`src/rtl/alu_result_bcd.sv`:
```
// Captures one ALU result and converts it to sign plus BCD digits for the display driver.
// Conversion is double dabble, one shift per clock. Divide results convert as two independent 2-digit values.
module alu_result_bcd #(
    parameter int WIDTH = 6
) (
    input  logic                 clock,
    input  logic                 reset_n,
    input  logic                 start,
    input  logic [1:0]           func,
    input  logic [2*WIDTH-1:0]   result,
    input  logic                 overflow,
    output logic                 busy,
    output logic                 done,
    output logic [15:0]          bcd,
    output logic                 neg_hi,
    output logic                 neg_lo,
    output logic                 ovf_out,
    output logic [1:0]           func_out
);

    localparam int RW = 2 * WIDTH;
    localparam int CW = $clog2(RW + 1);

    localparam logic [0:0] S_IDLE = 1'b0;
    localparam logic [0:0] S_CONV = 1'b1;

    localparam logic [1:0] F_MUL = 2'b10;
    localparam logic [1:0] F_DIV = 2'b11;

    logic [0:0]      state_q, state_d;
    logic [CW-1:0]   cnt_q, cnt_d;
    logic [RW-1:0]   mag_q, mag_d;
    logic [15:0]     work_q, work_d;
    logic [1:0]      func_c_q, func_c_d;
    logic            ovf_c_q, ovf_c_d;
    logic            neg_hi_c_q, neg_hi_c_d;
    logic            neg_lo_c_q, neg_lo_c_d;

    logic [15:0]     bcd_q, bcd_d;
    logic            neg_hi_q, neg_hi_d;
    logic            neg_lo_q, neg_lo_d;
    logic            ovf_out_q, ovf_out_d;
    logic [1:0]      func_out_q, func_out_d;
    logic            done_q, done_d;

    logic [WIDTH-1:0] lo_fld, hi_fld;
    logic [WIDTH-1:0] lo_mag, hi_mag;
    logic [RW-1:0]    full_mag;
    logic [15:0]      adj;

    // Add 3 to every digit of 5 or more so the following shift carries correctly in decimal.
    function automatic logic [15:0] add3_digits(input logic [15:0] w);
        logic [15:0] r;
        r = w;
        for (int i = 0; i < 4; i++) begin
            if (w[i*4 +: 4] >= 4'd5) begin
                r[i*4 +: 4] = w[i*4 +: 4] + 4'd3;
            end
        end
        return r;
    endfunction

    // Two's complement magnitudes stay unsigned, so the most negative value maps to 2^(n-1).
    always_comb begin
        lo_fld   = result[WIDTH-1:0];
        hi_fld   = result[RW-1:WIDTH];
        lo_mag   = lo_fld[WIDTH-1] ? (~lo_fld + WIDTH'(1)) : lo_fld;
        hi_mag   = hi_fld[WIDTH-1] ? (~hi_fld + WIDTH'(1)) : hi_fld;
        full_mag = result[RW-1] ? (~result + RW'(1)) : result;
        adj      = add3_digits(work_q);
    end

    always_comb begin
        state_d    = state_q;
        cnt_d      = cnt_q;
        mag_d      = mag_q;
        work_d     = work_q;
        func_c_d   = func_c_q;
        ovf_c_d    = ovf_c_q;
        neg_hi_c_d = neg_hi_c_q;
        neg_lo_c_d = neg_lo_c_q;
        bcd_d      = bcd_q;
        neg_hi_d   = neg_hi_q;
        neg_lo_d   = neg_lo_q;
        ovf_out_d  = ovf_out_q;
        func_out_d = func_out_q;
        done_d     = 1'b0;

        case (state_q)
            S_IDLE: begin
                if (start) begin
                    state_d  = S_CONV;
                    work_d   = '0;
                    func_c_d = func;
                    case (func)
                        F_MUL: begin
                            mag_d      = full_mag;
                            neg_hi_c_d = result[RW-1];
                            neg_lo_c_d = 1'b0;
                            ovf_c_d    = 1'b0;
                            cnt_d      = CW'(RW);
                        end
                        F_DIV: begin
                            mag_d      = {hi_mag, lo_mag};
                            neg_hi_c_d = hi_fld[WIDTH-1];
                            neg_lo_c_d = lo_fld[WIDTH-1];
                            ovf_c_d    = 1'b0;
                            cnt_d      = CW'(WIDTH);
                        end
                        default: begin
                            // Left-align so the shared MSB tap feeds the dabble register.
                            mag_d      = {lo_mag, {WIDTH{1'b0}}};
                            neg_hi_c_d = lo_fld[WIDTH-1];
                            neg_lo_c_d = 1'b0;
                            ovf_c_d    = overflow;
                            cnt_d      = CW'(WIDTH);
                        end
                    endcase
                end
            end

            S_CONV: begin
                if (func_c_q == F_DIV) begin
                    work_d = {adj[14:8], mag_q[RW-1], adj[6:0], mag_q[WIDTH-1]};
                    mag_d  = {mag_q[RW-2:WIDTH], 1'b0, mag_q[WIDTH-2:0], 1'b0};
                end else begin
                    work_d = {adj[14:0], mag_q[RW-1]};
                    mag_d  = {mag_q[RW-2:0], 1'b0};
                end
                cnt_d = cnt_q - CW'(1);

                if (cnt_q == CW'(1)) begin
                    state_d    = S_IDLE;
                    done_d     = 1'b1;
                    bcd_d      = work_d;
                    neg_hi_d   = neg_hi_c_q;
                    neg_lo_d   = neg_lo_c_q;
                    ovf_out_d  = ovf_c_q;
                    func_out_d = func_c_q;
                end
            end

            default: begin
                state_d = S_IDLE;
            end
        endcase
    end

    always_ff @(posedge clock) begin
        if (!reset_n) begin
            state_q    <= S_IDLE;
            cnt_q      <= '0;
            mag_q      <= '0;
            work_q     <= '0;
            func_c_q   <= '0;
            ovf_c_q    <= 1'b0;
            neg_hi_c_q <= 1'b0;
            neg_lo_c_q <= 1'b0;
            bcd_q      <= '0;
            neg_hi_q   <= 1'b0;
            neg_lo_q   <= 1'b0;
            ovf_out_q  <= 1'b0;
            func_out_q <= '0;
            done_q     <= 1'b0;
        end else begin
            state_q    <= state_d;
            cnt_q      <= cnt_d;
            mag_q      <= mag_d;
            work_q     <= work_d;
            func_c_q   <= func_c_d;
            ovf_c_q    <= ovf_c_d;
            neg_hi_c_q <= neg_hi_c_d;
            neg_lo_c_q <= neg_lo_c_d;
            bcd_q      <= bcd_d;
            neg_hi_q   <= neg_hi_d;
            neg_lo_q   <= neg_lo_d;
            ovf_out_q  <= ovf_out_d;
            func_out_q <= func_out_d;
            done_q     <= done_d;
        end
    end

    assign busy     = (state_q == S_CONV);
    assign done     = done_q;
    assign bcd      = bcd_q;
    assign neg_hi   = neg_hi_q;
    assign neg_lo   = neg_lo_q;
    assign ovf_out  = ovf_out_q;
    assign func_out = func_out_q;

endmodule

```
`config.mk`:
```
export PLATFORM = sky130hd
export DESIGN_NAME = alu_result_bcd
export DESIGN_NICKNAME = d
export VERILOG_FILES = /design/src/rtl/alu_result_bcd.sv
export SDC_FILE = /design/constraint.sdc
export NUM_CORES = 1
export LEC_CHECK = 0
export CAP_MARGIN = 20
export CELL_PAD_IN_SITES_DETAIL_PLACEMENT = 0
export CELL_PAD_IN_SITES_GLOBAL_PLACEMENT = 2
export CORE_MARGIN = 4
export CORE_UTILIZATION = 29
export DETAILED_ROUTE_END_ITERATION = 10
export GPL_ROUTABILITY_DRIVEN = 0
export HOLD_SLACK_MARGIN = 0.1
export PLACE_DENSITY_LB_ADDON = 0.1
export REMOVE_ABC_BUFFERS = 1
export SYNTH_ARGS = -nofsm -noshare
export SYNTH_HDL_FRONTEND = slang
export SYNTH_SLANG_ARGS = --single-unit
```
`constraint.sdc`:
```
create_clock -name clock -period 3.6 [get_ports clock]
set_input_delay 0.72 -clock clock [delete_from_list [all_inputs] [get_ports clock]]
set_output_delay 0.72 -clock clock [all_outputs]
set_load 0.05 [all_outputs]
```
==> results.tsv, run 1 <==
stage	metric	value	unit
run_status	status	completed	
routing	DRC Markers	0	
sta	relative max-transition margin	0.4311	
final_layout	number of diodes	0	
setup_path	Buf/Inv on CP	1	
clocking	clk slew on worst S/H paths	0.07	ns
routing	DRT Wirelength	8.454	mm
floorplanning	die width	113.2	um
placement	dpl hpwl	5.931	mm
yosys	Synth top cells by count	dfxtp_1 (60), a21oi_1 (49), nand2_1 (49)	
sta	Fin. Hold Viols	0	
floorplanning	CORE AREA	10840	um2
yosys	#FFs+latches synth	60	
sta	setup_tns	0	ns
sta	Layout Skew	0.008003	ns
setup_path	RR Startpoint	busy	
setup_path	crit path launch type	flop	
clocking	H-Tree Depth	3	
setup_path	CP Depth	1	
setup_path	critical path capture point type	primary output	
global_route	grt total ovfl	0	
yosys	Top FF cell, synth	dfxtp_1	
global_route	largest net degree at the start of global routing	34	
placement	# port buffers	40	
floorplanning	Die H	113.2	um
sta	RSZ-0062 raised after global routing	false	
setup_path	Max stage delay on crit path	0.88	ns
setup_path	Worst EP required	2.88	ns
sta	crit path time final	2.500	ns
final_layout	share of cells above drive strength 1	0.07449	
setup_path	crit path cell chain	clkdlybuf4s50_1	
global_route	vias in the first global route	2890	
clocking	TritonCTS clock tree	built	
yosys	Yosys top cell by area	dfxtp_1	
yosys	post-synthesis cell type count	48	
sta	fmax	400.0	MHz
floorplanning	DIE AREA	12810	um2
floorplanning	# IOs	41	
setup_path	signal arrival time at the worst endpoint	1.78	ns
clocking	setup repair bufs after CTS	0	
final_layout	final net count	469	
clocking	TritonCTS Sinks	60	
yosys	Post-Syn Area	3209	um2
sta	final hold slack	0.4532	ns
yosys	top cells by area, synth	dfxtp_1 (37%), a21oi_1 (7.6%), nand2_1 (5.7%)	
yosys	number of synthesized flops with an enable pin	0	
setup_path	critical path class	reg -> out	
yosys	Yosys warnings	0	
setup_path	maximum fanout along the worst path	16	
floorplanning	Initial Utilization	0.2961	
power_and_ir_drop	Pwr per Cell Area	367.2	nW/um2
clocking	Hold Buf Count CTS	0	
final_layout	Synth-to-Final Area Change	21.68	%
global_route	initial antenna violation count	0	
clocking	clock buffer depth	2	
routing	number of routed nets with antenna violations	0	
routing	1st-iter DRT viols	97	
setup_path	Critical-path top delay cell	clkdlybuf4s50_1	
yosys	sequential area share after synthesis	0.3743	
sta	worst-margin pin slew	0.8501	ns
power_and_ir_drop	Pleak	1.412	nW
floorplanning	FP Rows	38	
global_route	Tot GR Track Use	0.1419	
yosys	Gate Count Post-Synth	404	
yosys	Avg Cell Area, Syn	7.944	um2
power_and_ir_drop	worst vdd ir	0.1538	mV
setup_path	Top Family by Delay on Critical Path	buffers and inverters	
final_layout	Filler cells	1175	
yosys	leading cell type by number of instances after synthesis	dfxtp_1	
global_route	first-pass GRT wire length	14.61	mm
job	max-cap viol count	0	
setup_path	critical path startpoint	busy	
setup_path	worst reg-to-reg path cell count	4	
clocking	TritonCTS Buffers	9	
clocking	CTS root buffer	clkbuf_8	
hold_path	Hold Crit Class	reg -> reg	
sta	final setup fails	0	
routing	DR vias/cell	4.849	
setup_path	R2R setup slack	1.69	ns
clocking	Clock Latency Late Sink	0.34	ns
setup_path	worst flop-to-flop path endpoint	neg_hi	
yosys	area share of the largest cell type after synthesis	0.3743	
routing	via count	2827	
sta	fin crit share	0.6945	
routing	First-pass DRT Iterations	4	
yosys	Post-synth ARST share	0	
setup_path	crit path capture	busy	
clocking	post-cts resize count	0	
sta	Slew Limit Fails	0	
routing	wire length per cell	14.50	um
==> registers in the layout, summed over array words and instances (netlist names) <==
name	count
neg_hi_c_q	1
done	1
work_q	16
func_out	2
ovf_c_q	1
neg_lo	1
neg_lo_c_q	1
neg_hi	1
ovf_out	1
busy	1
bcd	16
func_c_q	2
mag_q	12
cnt_q	4
==> metrics by stage <==
stage / power (mW) / instances / util / area [um2] / worst slack (ns)
after floorplan: 0.8254 / 378 / - / 3098 / 0.6046
after global placement: 0.9201 / 567 / 0.3452 / 3742 / 0.9602
after detailed placement: 0.9198 / 567 / 0.3452 / 3742 / 0.9296
after CTS: 1.464 / 583 / 0.3602 / 3905 / 1.078
after global routing: 1.516 / 583 / 0.3602 / 3905 / 1.044
final: 1.434 / 583 / 0.3602 / 3905 / 1.100
==> layout make-up <==
class / instances / area [um2] / area share
multi-input cells: 297 / 1818 / 0.4656
clock inverters: 2 / 10.01 / 0.002563
flip-flops and latches: 60 / 1202 / 0.3079
clock buffers: 14 / 152.6 / 0.03909
well taps: 140 / 175.2 / 0.04486
repair buffers: 49 / 467.9 / 0.1198
inverters: 21 / 78.83 / 0.02019
==> kinds of logic after synthesis <==
group,share of synthesized area
simple gates,0.2328
compound gates,0.2066
flops,0.3743
buf+inv,0.05926
xor+xnor,0.03821
fa+ha+maj,0.05068
mux,0.03821
==> per-layer routing <==
| layer | vias to the layer above | global-route usage | wire length, um |
|---|---|---|---|
| met5 | - | 0 | 0 |
| met1 | 1298 | 0.1806 | 4081 |
| li1 | 1471 | - | - |
| met4 | 0 | 0.04968 | 87 |
| met2 | 50 | 0.2346 | 3940 |
| met3 | 8 | 0.03422 | 345 |
==> report_power, final <==
part | internal, mW | switching (mW)
Combinational | 0.0804 | 0.120
Sequential | 0.683 | 0.0167
Clock | 0.268 | 0.265
Total | 1.03 | 0.402
==> layout by cell type, fill, tap and decap left out, types with 2 or more instances in the layout <==
cell             instances
clkinv_2                 2
o21a_1                   4
clkbuf_1                 4
buf_4                    9
inv_1                   20
mux2i_1                 10
xnor2_1                  8
a21oi_1                 49
nor2_1                  41
nand2b_1                 6
xor2_1                   6
dfxtp_1                 59
clkbuf_8                10
nor3b_1                 18
mux2_2                   2
and3_1                   2
nor3_1                  11
a31oi_1                  3
o221a_2                  2
clkdlybuf4s50_1         40
a311oi_1                 5
nand2_1                 49
o22ai_1                  4
o21ai_0                 16
a21o_1                   3
o31ai_1                  2
nand3_1                 10
a211oi_1                 5
nor2b_1                  8
a32oi_1                  2
nor4_1                   2
ha_1                    13
==> worst min-delay path by stage <==
stage	end	start	cells past startpoint
floorplan	ovf_c_q	ovf_c_q	2
global route	bcd[5]	bcd[5]	2
CTS	ovf_out	ovf_out	2
detailed placement	ovf_out	ovf_out	2
global placement	ovf_c_q	ovf_c_q	2
finish	ovf_out	ovf_c_q	2
(Power assumes the default switching activity.)
==> run 2, diff against run 1 <==
==> constraint.sdc (replaced) <==
create_clock -name clock -period 2.2 [get_ports clock]
set_input_delay 0.44 -clock clock [delete_from_list [all_inputs] [get_ports clock]]
set_output_delay 0.44 -clock clock [all_outputs]
set_load 0.05 [all_outputs]
==> run 2 against run 1 <==
Compared with the run above:
- routed wire length grew 4.7%
- non-clock buffer count up 29
- setup slack worse by 0.84 ns
- clock-buffer cell count shrank 2
- die area is the same
- sequential share of layout area fell by 2.0 points
- cell area up 6.9%
- sequential power grew 64%
- first-iteration DRC count increased by 5.2%
- global-route usage rose by 0.35 points
- final cell count is 4.6% higher
- critical endpoint is now bcd[8]
- largest cell class unchanged
==> results.tsv, run 2 (synthesis gave the netlist of run 1 again) <==
stage	metric	value	unit
setup_path	R2R setup slack	0.56	ns
hold_path	Hold Crit Class	reg -> reg	
power_and_ir_drop	worst vdd ir	0.2597	mV
clocking	H-Tree Depth	3	
global_route	largest net degree at the start of global routing	27	
clocking	CTS root buffer	clkbuf_8	
routing	wire length per cell	14.51	um
job	max-cap viol count	0	
placement	# port buffers	40	
final_layout	FF+latch area	1202	um2
floorplanning	DIE AREA	12810	um2
final_layout	Layout Cells excl Fill	610	
final_layout	Synth-to-Final Area Change	30.02	%
final_layout	final net count	498	
power_and_ir_drop	Logic pwr share	0.149	
placement	dpl hpwl	6.541	mm
setup_path	RR Startpoint	work_q[0]	
setup_path	Max stage delay on crit path	0.82	ns
run_status	status	completed	
hold_path	HP Start	func_out[0]	
setup_path	signal arrival time at the worst endpoint	1.51	ns
clocking	TritonCTS Buffers	9	
global_route	first-pass GRT wire length	14.68	mm
clocking	setup repair bufs after CTS	0	
setup_path	Critical-path top delay cell	clkdlybuf4s50_1	
sta	fmax	514.1	MHz
clocking	TritonCTS clock tree	built	
sta	Slew Limit Fails	0	
floorplanning	die width	113.2	um
final_layout	Multi-input gate area	1818	um2
sta	worst-margin pin slew	0.7221	ns
sta	setup_tns	0	ns
clocking	clk slew on worst S/H paths	0.07	ns
global_route	initial antenna violation count	0	
clocking	clock buffer depth	2	
final_layout	commonest non-fill, non-tap cells in the layout	dfxtp_1 (59), nand2_1 (49), a21oi_1 (49)	
power_and_ir_drop	Sw Share	0.2699	
sta	fin crit share	0.8841	
setup_path	critical path capture point type	primary output	
setup_path	worst reg-to-reg path cell count	7	
routing	1st-iter DRT viols	102	
final_layout	number of diodes	0	
clocking	Hold Buf Count CTS	0	
setup_path	Worst EP required	1.76	ns
power_and_ir_drop	Seq pwr share	0.450	
setup_path	crit path cell chain	clkdlybuf4s50_1	
clocking	Clock Latency Late Sink	0.35	ns
global_route	grt total ovfl	0	
routing	DRC Markers	0	
sta	relative max-transition margin	0.5168	
routing	DR vias/cell	4.854	
final_layout	share of cells above drive strength 1	0.1362	
clocking	TritonCTS Sinks	60	
hold_path	hold path cells	2	
global_route	Tot GR Track Use	0.1455	
routing	First-pass DRT Iterations	4	
final_layout	Filler cells	1173	
sta	crit path time final	1.945	ns
power_and_ir_drop	Clock power frac	0.402	
sta	final setup fails	0	
floorplanning	CORE AREA	10840	um2
setup_path	worst flop-to-flop path endpoint	bcd[2]	
sta	RSZ-0062 raised after global routing	false	
setup_path	Buf/Inv on CP	1	
power_and_ir_drop	Pwr per Cell Area	610.7	nW/um2
floorplanning	# IOs	41	
power_and_ir_drop	Psw	0.6879	mW
routing	via count	2961	
clocking	post-cts resize count	0	
floorplanning	Die H	113.2	um
routing	number of routed nets with antenna violations	0	
setup_path	critical path class	reg -> out	
hold_path	WHS Endpoint	func_out[0]	
sta	Layout Skew	0.005474	ns
floorplanning	FP Rows	38	
sta	Fin. Hold Viols	0	
floorplanning	Initial Utilization	0.2961	
placement	placed cells	596	
setup_path	Top Family by Delay on Critical Path	buffers and inverters	
power_and_ir_drop	Int Power	1.860	mW
setup_path	maximum fanout along the worst path	2	
final_layout	commonest non-fill, non-tap cell in the layout	dfxtp_1	
routing	DRT Wirelength	8.849	mm
power_and_ir_drop	Pleak	1.576	nW
setup_path	crit path launch type	flop	
global_route	vias in the first global route	2995	
==> run 2: how the worst max path moves through the flow <==
stage,startpoint,to,slack (ns),cells past startpoint
2_1_floorplan,busy,mag_q[4],-0.80,4
3_3_place_gp,result[1],mag_q[7],-0.006,8
3_5_place_dp,result[1],mag_q[7],-0.04,8
4_1_cts,bcd[8],bcd[8],0.22,1
5_1_grt,result[1],mag_q[5],0.17,10
6_report,bcd[8],bcd[8],0.25,1
==> run 2: through the flow <==
| step | hold WS [ns] | util | power, mW | area [um2] | setup slack (ns) |
|---|---|---|---|---|---|
| 4_1_cts | 0.4566 | 0.3849 | 2.600 | 4173 | 0.2225 |
| 3_5_place_dp | 0.4465 | 0.3674 | 1.555 | 3983 | -0.04332 |
| 5_1_grt | 0.4830 | 0.3849 | 2.676 | 4173 | 0.1689 |
| 2_1_floorplan | 0.4321 | - | 1.351 | 3098 | -0.7954 |
| 3_3_place_gp | 0.4442 | 0.3674 | 1.554 | 3983 | -0.005781 |
| 6_report | 0.4535 | 0.3849 | 2.548 | 4173 | 0.2550 |
==> run 2: layout make-up <==
type | instances | area share
Sequential cell | 60 | 0.2882
Multi-Input combinational cell | 297 | 0.4357
Timing Repair Buffer | 78 | 0.1697
Tap cell | 140 | 0.04198
Clock inverter | 2 | 0.008396
Clock buffer | 12 | 0.03718
Inverter | 21 | 0.01889
==> run 2: layer usage <==
metal  track usage  vias up  wire length (um)
met3       0.03797       16               353
met1        0.1725     1359              4015
met5             0        -                 0
met4       0.06410        0               196
li1              -     1525                 -
met2        0.2468       61              4284
==> run 2: worst register-to-register path, cell delays in order, from the launching register on <==
cell      delay, ns
dfxtp_1        0.35
inv_1          0.10
ha_1           0.25
nand2b_1       0.09
a21oi_1        0.27
mux2i_1        0.31
nand2_1        0.09
a21oi_1        0.12
==> run 2: power groups by stage <==
stage	logic [mW]	registers [mW]	clock network, mW
final	0.379	1.15	1.02
after global placement	0.383	1.17	0
after global routing	0.418	1.15	1.11
after floorplan	0.156	1.19	0
after CTS	0.384	1.15	1.07
after detailed placement	0.383	1.17	0
==> run 3, diff against run 2 <==
--- a/config.mk
+++ b/config.mk
@@ -8,13 +8,13 @@
 export CAP_MARGIN = 20
 export CELL_PAD_IN_SITES_DETAIL_PLACEMENT = 0
 export CELL_PAD_IN_SITES_GLOBAL_PLACEMENT = 2
-export CORE_MARGIN = 4
 export CORE_UTILIZATION = 29
 export DETAILED_ROUTE_END_ITERATION = 10
 export GPL_ROUTABILITY_DRIVEN = 0
 export HOLD_SLACK_MARGIN = 0.1
 export PLACE_DENSITY_LB_ADDON = 0.1
 export REMOVE_ABC_BUFFERS = 1
+export SLEW_MARGIN = 15
 export SYNTH_ARGS = -nofsm -noshare
 export SYNTH_HDL_FRONTEND = slang
 export SYNTH_SLANG_ARGS = --single-unit
==> run 3 against run 2 <==
Compared with the run above:
- sequential power barely moved
- non-clock buffer count fell by 7
- worst hold slack got worse by 0.0014 ns
- maximum frequency rose by 0.95%
- via count fell by 3.5%
==> results.tsv, run 3 (synthesis gave the netlist of run 1 again) <==
stage	metric	value	unit
run_status	status	completed	
floorplanning	die width	107.2	um
global_route	first-pass GRT wire length	14.15	mm
final_layout	Post-Route Utilization	0.3830	
floorplanning	# IOs	41	
clocking	TritonCTS Buffers	9	
power_and_ir_drop	overall power	2.510	mW
hold_path	hold path cells	2	
setup_path	signal arrival time at the worst endpoint	1.49	ns
clocking	CTS root buffer	clkbuf_8	
setup_path	worst reg-to-reg path cell count	7	
setup_path	worst flop-to-flop path endpoint	bcd[6]	
sta	Layout Skew	0.01379	ns
setup_path	RR Startpoint	work_q[4]	
sta	final setup fails	0	
sta	final worst slack	0.2733	ns
global_route	Tot GR Track Use	0.1607	
sta	RSZ-0062 raised after global routing	false	
setup_path	crit path cell chain	clkdlybuf4s50_1	
global_route	vias in the first global route	2716	
floorplanning	DIE AREA	11490	um2
routing	wire length per cell	14.16	um
final_layout	share of cells above drive strength 1	0.1250	
final_layout	Synth-to-Final Area Change	28.81	%
setup_path	Buf/Inv on CP	1	
power_and_ir_drop	Pwr per Cell Area	607.3	nW/um2
placement	dpl hpwl	6.084	mm
sta	crit path time final	1.927	ns
final_layout	Filler cells	1129	
floorplanning	Die H	107.2	um
sta	worst-margin pin slew	0.6197	ns
setup_path	critical path class	reg -> out	
sta	fin crit share	0.8758	
clocking	setup repair bufs after CTS	0	
final_layout	Layout Cells excl Fill	604	
setup_path	R2R setup slack	0.56	ns
final_layout	commonest non-fill, non-tap cells in the layout	dfxtp_1 (59), nand2_1 (49), a21oi_1 (49)	
setup_path	Critical-path top delay cell	clkdlybuf4s50_1	
setup_path	maximum fanout along the worst path	2	
clocking	post-cts resize count	0	
routing	DR vias/cell	4.732	
setup_path	crit path launch type	flop	
job	max-cap viol count	0	
routing	number of routed nets with antenna violations	0	
setup_path	Max stage delay on crit path	0.81	ns
setup_path	crit path capture	neg_lo	
setup_path	Top Family by Delay on Critical Path	buffers and inverters	
setup_path	critical path capture point type	primary output	
sta	Fin. Hold Viols	0	
routing	DRC Markers	0	
placement	pre-CTS setup slack	-0.09055	ns
clocking	Clock Latency Late Sink	0.34	ns
final_layout	FF+latch area	1202	um2
sta	fmax	519.0	MHz
clocking	clock buffer depth	2	
routing	First-pass DRT Iterations	4	
routing	1st-iter DRT viols	104	
routing	DRT Wirelength	8.554	mm
final_layout	Multi-input gate area	1818	um2
floorplanning	CORE AREA	10790	um2
floorplanning	FP Rows	38	
setup_path	critical path startpoint	neg_lo	
final_layout	final net count	491	
clocking	clk slew on worst S/H paths	0.07	ns
placement	placed cells	589	
routing	via count	2858	
setup_path	CP Depth	1	
setup_path	Worst EP required	1.76	ns
sta	Slew Limit Fails	0	
global_route	grt total ovfl	0	
hold_path	Hold Crit Class	reg -> reg	
floorplanning	Initial Utilization	0.2974	
clocking	Hold Buf Count CTS	0	
clocking	TritonCTS clock tree	built	
sta	final hold slack	0.4520	ns
placement	# port buffers	40	
final_layout	number of diodes	0	
final_layout	commonest non-fill, non-tap cell in the layout	dfxtp_1	
clocking	TritonCTS Sinks	60	
power_and_ir_drop	Pleak	1.539	nW
power_and_ir_drop	worst vdd ir	0.2247	mV
global_route	largest net degree at the start of global routing	30	
global_route	initial antenna violation count	0	
clocking	H-Tree Depth	3	
sta	relative max-transition margin	0.5853	
## run 3: cell types whose count changed in the layout (fill, tap and decap cells not counted)
cell / previous run / this run
buf_4: 37 / 29
clkinvlp_4: 0 / 2
buf_12: 2 / 3
clkbuf_8: 11 / 10
## run 3: report_power, final
group          leakage (nW)  internal [mW]  switching (mW)
clock network        0.0914          0.546           0.447
logic                 0.961          0.166           0.205
registers             0.487           1.12          0.0284
## run 3: how the worst min path moves through the flow
stage | startpoint | endpoint | slack, ns
floorplan | ovf_c_q | ovf_c_q | 0.43
global placement | bcd[10] | bcd[10] | 0.44
detailed placement | ovf_c_q | ovf_out | 0.45
CTS | ovf_c_q | ovf_out | 0.46
global route | bcd[14] | bcd[14] | 0.47
finish | bcd[13] | bcd[13] | 0.45
## run 3: through the flow
stage	area (um2)	setup TNS [ns]
finish	4134	0
global route	4134	0
CTS	4134	0
detailed placement	3943	-0.2075
global placement	3943	-0.1972
floorplan	3098	-22.15
## run 3: cell type report
type,count,area share
multi-input combinational,297,0.4398
sequential,60,0.2909
timing repair buffer,71,0.1616
tap,140,0.04237
clock buffer,11,0.03420
inverter,21,0.01907
clock inverter,4,0.01211
## run 3: metal layers
metal,GRT usage,up-vias,share of wire
met5,0,-,0
met4,0.07339,0,0.015
met3,0.02796,9,0.028
met2,0.2627,40,0.48
met1,0.2054,1293,0.48
li1,-,1516,-
